`src/rtl/fd_segment_scan.sv`:
```
// FAST scan controller: walks interior pixels, fetches centre + 16 circle points, flags arcs.
// 19 cycles per pixel, result registered in EVAL; no backpressure, sramData must return one cycle after each address.
module fd_segment_scan #(
  parameter logic [7:0] THRESHOLD  = 8'd20,
  parameter int         ARC_LEN    = 9,
  parameter int         FRAME_COLS = 180,
  parameter int         FRAME_ROWS = 120
) (
  input  logic        clk,
  input  logic        rst_n,
  input  logic        start,
  output logic [14:0] refAddr,
  output logic [4:0]  adjNumber,
  input  logic [7:0]  sramData,
  output logic        busy,
  output logic        resultValid,
  output logic        isCorner,
  output logic [14:0] resultAddr,
  output logic [14:0] cornerCount,
  output logic        done
);

  typedef enum logic [1:0] {IDLE, READ, WAIT, EVAL} state_t;

  localparam logic [14:0] FIRST_ADDR = 15'(3 * FRAME_COLS + 3);
  localparam logic [7:0]  LAST_ROW   = 8'(FRAME_ROWS - 4);
  localparam logic [7:0]  LAST_COL   = 8'(FRAME_COLS - 4);
  localparam logic [8:0]  T9         = {1'b0, THRESHOLD};

  state_t      state_q;
  logic [7:0]  row_q, col_q;
  logic [14:0] ref_q, raddr_q, count_q;
  logic [4:0]  adj_q, idx_q;
  logic [7:0]  c_q;
  logic [15:0] bright_q, dark_q;
  logic        busy_q, valid_q, corner_q, done_q;

  logic [15:0] bright_d, dark_d;
  logic        corner_d;
  logic [8:0]  pix9, hi9, lo9;
  logic [3:0]  bitpos;

  // Circular run search: doubling the mask lets a straight window cover the 16->1 wrap.
  function automatic logic has_run(input logic [15:0] m);
    logic [31:0] mm;
    logic        hit;
    logic        run;
    mm  = {m, m};
    hit = 1'b0;
    for (int i = 0; i < 16; i++) begin
      run = 1'b1;
      for (int j = 0; j < ARC_LEN; j++) begin
        run = run & mm[i + j];
      end
      hit = hit | run;
    end
    return hit;
  endfunction

  // idx_q names the index whose data is on sramData this cycle.
  always_comb begin
    pix9     = {1'b0, sramData};
    hi9      = {1'b0, c_q} + T9;
    lo9      = {1'b0, c_q} - T9;
    bitpos   = idx_q[3:0] - 4'd1;
    bright_d = bright_q;
    dark_d   = dark_q;
    if (idx_q == 5'd17) begin
      bright_d = '0;
      dark_d   = '0;
    end else if (idx_q != 5'd0) begin
      bright_d[bitpos] = (pix9 > hi9);
      dark_d[bitpos]   = (c_q >= THRESHOLD) && (pix9 < lo9);
    end
    corner_d = has_run(bright_d) | has_run(dark_d);
  end

  always_ff @(posedge clk or negedge rst_n) begin
    if (!rst_n) begin
      state_q  <= IDLE;
      row_q    <= '0;
      col_q    <= '0;
      ref_q    <= '0;
      raddr_q  <= '0;
      count_q  <= '0;
      adj_q    <= '0;
      idx_q    <= '0;
      c_q      <= '0;
      bright_q <= '0;
      dark_q   <= '0;
      busy_q   <= 1'b0;
      valid_q  <= 1'b0;
      corner_q <= 1'b0;
      done_q   <= 1'b0;
    end else begin
      idx_q    <= adj_q;
      bright_q <= bright_d;
      dark_q   <= dark_d;
      valid_q  <= 1'b0;
      done_q   <= 1'b0;
      if (idx_q == 5'd17) begin
        c_q <= sramData;
      end
      case (state_q)
        IDLE: begin
          // done_q still high here means this is the done cycle; a start now is dropped.
          if (start && !done_q) begin
            state_q <= READ;
            row_q   <= 8'd3;
            col_q   <= 8'd3;
            ref_q   <= FIRST_ADDR;
            adj_q   <= 5'd17;
            busy_q  <= 1'b1;
            count_q <= '0;
          end
        end
        READ: begin
          if (adj_q == 5'd17) begin
            adj_q <= 5'd1;
          end else if (adj_q == 5'd16) begin
            adj_q   <= 5'd0;
            state_q <= WAIT;
          end else begin
            adj_q <= adj_q + 5'd1;
          end
        end
        WAIT: begin
          state_q  <= EVAL;
          valid_q  <= 1'b1;
          corner_q <= corner_d;
          raddr_q  <= ref_q;
          if (corner_d && (count_q != 15'h7fff)) begin
            count_q <= count_q + 15'd1;
          end
        end
        EVAL: begin
          if ((row_q == LAST_ROW) && (col_q == LAST_COL)) begin
            state_q <= IDLE;
            busy_q  <= 1'b0;
            done_q  <= 1'b1;
          end else begin
            state_q <= READ;
            adj_q   <= 5'd17;
            if (col_q == LAST_COL) begin
              col_q <= 8'd3;
              row_q <= row_q + 8'd1;
              ref_q <= ref_q + 15'd7;
            end else begin
              col_q <= col_q + 8'd1;
              ref_q <= ref_q + 15'd1;
            end
          end
        end
        default: state_q <= IDLE;
      endcase
    end
  end

  assign refAddr     = ref_q;
  assign adjNumber   = adj_q;
  assign busy        = busy_q;
  assign resultValid = valid_q;
  assign isCorner    = corner_q;
  assign resultAddr  = raddr_q;
  assign cornerCount = count_q;
  assign done        = done_q;

endmodule

```
`config.mk`:
```
export PLATFORM = sky130hd
export DESIGN_NAME = fd_segment_scan
export DESIGN_NICKNAME = d
export VERILOG_FILES = /design/src/rtl/fd_segment_scan.sv
export SDC_FILE = /design/constraint.sdc
export NUM_CORES = 1
export LEC_CHECK = 0
export ABC_AREA = 0
export CORE_UTILIZATION = 40
export DETAILED_ROUTE_END_ITERATION = 12
export SLEW_MARGIN = 20
export SYNTH_ARGS = -nofsm -noshare
export SYNTH_HDL_FRONTEND = slang
export SYNTH_SLANG_ARGS = --single-unit
export TNS_END_PERCENT = 5
```
`constraint.sdc`:
```
create_clock -name clk -period 5.2 [get_ports clk]
set_clock_uncertainty 0.1 [all_clocks]
set_input_delay 1.04 -clock clk [delete_from_list [all_inputs] [get_ports clk]]
set_output_delay 1.04 -clock clk [all_outputs]
set_load 0.01 [all_outputs]
```
==> results.sh <==
export IMPL_status="complete, no violations"
export IMPL_synth_avg_cell_area_um2=8.743
export IMPL_grt_first_pass_wirelength_um=31440
export IMPL_port_buffers=64
export IMPL_ys_seq_area_frac=0.4059
export IMPL_hpwlAfterDp_um=13310
export IMPL_fin_cells=1116
export IMPL_grt_setup_unrepaired="no"
export IMPL_area_growth_pct=20.47
export IMPL_fin_crit_ps=4378
export IMPL_cts_sinks=117
export IMPL_synth_warnings=0
export IMPL_powerDensity_nw_per_um2=286.3
export IMPL_grtUsageTotal=0.2190
export IMPL_cts_resized=0
export IMPL_cp_end_kind="register"
export IMPL_max_slew_margin_rel=0.2886
export IMPL_root_buffer="clkbuf_16"
export IMPL_die_x_um=136.3
export IMPL_first_pass_iters=5
export IMPL_crit_path_top_delay_cell="or4_1"
export IMPL_avgViaCountPerCell=5.621
export IMPL_synthCells=825
export IMPL_cts_hold_buf=0
export IMPL_synthFlopType="dfrtp_1"
export IMPL_ir_drop_v=0.0002503
export IMPL_die_h_um=136.3
export IMPL_cts_buffers_inserted=17
export IMPL_grt_start_max_net_pins=59
export IMPL_final_nets=921
export IMPL_hold_viol=0
export IMPL_cts_tree="built"
export IMPL_synth_top_area_frac=0.4059
export IMPL_period_share=0.8419
export IMPL_setup_viol=0
export IMPL_n_antenna_cell=0
export IMPL_synth_distinct_cells=78
export IMPL_tightest_slew_ps=1063
export IMPL_htree_levels=4
export IMPL_dieArea_um2=18570
export IMPL_grt_overflow_total=0
export IMPL_drt_iter0_drc=563
export IMPL_final_setup_tns_ps=0
export IMPL_hp_class="reg -> reg"
export IMPL_cts_setup_buffers=0
export IMPL_p_leak_nw=3.771
export IMPL_gp_congestion=0.9267
export IMPL_cp_max_fo=18
export IMPL_layout_drive_gt1_share=0.08866
export IMPL_max_freq_mhz=228.4
export IMPL_synthTopCellsByCount="117 x dfrtp_1, 117 x nand2_1, 78 x nor2_1"
export IMPL_clk_path_buf_depth=2
export IMPL_ant_nets=0
export IMPL_async_reset_ff_frac=1.000
export IMPL_antenna_found_initial=1
export IMPL_synth_edf_count=0
export IMPL_clk_pin_slew_ps=60
export IMPL_placed_cells=1084
export IMPL_crit_type="reg -> reg"
export IMPL_crit_required_ps=5450
export IMPL_start_util=0.4127
export IMPL_slew_violations=0
export IMPL_boundaryPins=65
export IMPL_insertion_delay_ps=430
export IMPL_routed_wl_um=19150
export IMPL_core_um2=17480
export IMPL_synthesis_area_um2=7213
export IMPL_num_vias=6273
export IMPL_maxCapViolations=0
export IMPL_start_kind="register"
export IMPL_yosys_register_bits=117
export IMPL_wl_per_cell_um=17.16
export IMPL_yosys_top_cells_area="dfrtp_1 41%, nand2_1 6.1%, ha_1 5.4%"
export IMPL_rows=48
export IMPL_cp_arrival_ps=4630
export IMPL_slowest_delay_ps=550
export IMPL_synth_nets=868
export IMPL_grt_pass1_vias=6147
export IMPL_drc_errors=0
export IMPL_crit_path_cell_trace="inv_1, ha_1, nor2b_4, nor2_1, xnor2_1, ha_1, a21o_1, a21oi_1, o32ai_2, o31a_1, a2111o_1, or4_1, o211ai_2, nor4_4, buf_4, or3_1, a21oi_1"
export IMPL_yosysTopAreaCell="dfrtp_1"
==> critical path, delay by kind of cell, from the launching register on <==
family	cells	cell delay, ps
xor+xnor	1	140
buf+inv	2	290
simple gates	5	1220
compound gates	7	1560
fa+ha+maj	2	540
flops	1	440
==> cell type report <==
cell class / count / area [µm²]
Sequential cell: 117 / 2928
Clock buffer: 18 / 439.2
Clock inverter: 14 / 173.9
Multi-Input combinational cell: 636 / 4003
Timing Repair Buffer: 79 / 763.2
Tap cell: 225 / 281.5
Inverter: 27 / 101.3
Fill cell: 1661 / 8787
==> per-stage QoR <==
step | hold WS, ps | total power [mW] | worst slack [ps] | util | area (µm²)
finish | 405.8 | 2.487 | 821.9 | 0.4972 | 8690
CTS | 408.3 | 2.510 | 810.1 | 0.4972 | 8690
floorplan | 371.2 | 1.170 | 1151 | - | 7213
global placement | 388.0 | 1.273 | 474.4 | 0.4621 | 8077
detailed placement | 390.8 | 1.274 | 426.6 | 0.4621 | 8077
global route | 426.0 | 2.599 | 487.3 | 0.4972 | 8690
==> sequential cells by signal (all words and copies together), names as in the netlist <==
register	cells
adjNumber	5
bright_q	16
busy	1
c_q	8
col_q	8
cornerCount	15
dark_q	16
done	1
idx_q	5
isCorner	1
refAddr	15
resultAddr	15
resultValid	1
row_q	8
state_q	2
==> power by group <==
group / switching (mW) / internal [mW] / total [mW]
registers: 0.0428 / 0.947 / 0.989
clock network: 0.456 / 0.771 / 1.23
logic: 0.154 / 0.118 / 0.271
==> final timing paths <==
check,startpoint,to,slack [ps],depth (start not counted)
max,c_q[2]$_DFFE_PN0N_,cornerCount[9]$_DFFE_PN0P_,820,17
min,resultAddr[1]$_DFFE_PN0P_,resultAddr[1]$_DFFE_PN0P_,410,1
max reg2reg,c_q[2]$_DFFE_PN0N_,cornerCount[9]$_DFFE_PN0P_,820,17
min reg2reg,resultAddr[1]$_DFFE_PN0P_,resultAddr[1]$_DFFE_PN0P_,410,1
max in group asynchronous,rst_n,refAddr[12]$_DFFE_PN0P_,3440,2
min in group asynchronous,rst_n,c_q[5]$_DFFE_PN0N_,590,1
==> metal layers <==
layer / vias to the layer above / part of all wire / global-route usage
met1: 2970 / 0.46 / 0.2849
met2: 206 / 0.45 / 0.3438
met4: 2 / 0.018 / 0.07346
met3: 34 / 0.066 / 0.06711
met5: - / 0.00078 / 0
li1: 3061 / - / -
==> logic make-up (layout without fill, tap and decap cells) <==
family / after synthesis / count (layout) / synth area share
xor gates and xnor gates: 31 / 31 / 0.03764
AOI/OAI and AO/OA: 213 / 213 / 0.1927
muxes: 23 / 23 / 0.03539
adders and majority gates: 32 / 32 / 0.05655
DFF: 117 / 117 / 0.4059
buffers and inverters: 72 / 138 / 0.04128
and+or+nand+nor: 337 / 337 / 0.2305
==> layout by cell type (no fill, tap or decap), types with 12 or more instances in the layout <==
| master | netlist | layout |
|---|---|---|
| mux2_2 | 16 | 16 |
| clkdlybuf4s50_1 | 0 | 63 |
| nor2b_1 | 13 | 13 |
| xor2_1 | 22 | 22 |
| nor2_1 | 78 | 77 |
| o21ai_0 | 63 | 63 |
| clkbuf_16 | 0 | 17 |
| ha_1 | 31 | 31 |
| nand4_1 | 15 | 15 |
| buf_4 | 3 | 15 |
| nor3_1 | 16 | 16 |
| dfrtp_1 | 117 | 117 |
| or3_1 | 12 | 12 |
| nand3_1 | 23 | 23 |
| nand2_1 | 117 | 117 |
| a21oi_1 | 47 | 47 |
| inv_1 | 27 | 27 |
Power figures use the tool's default switching activity.
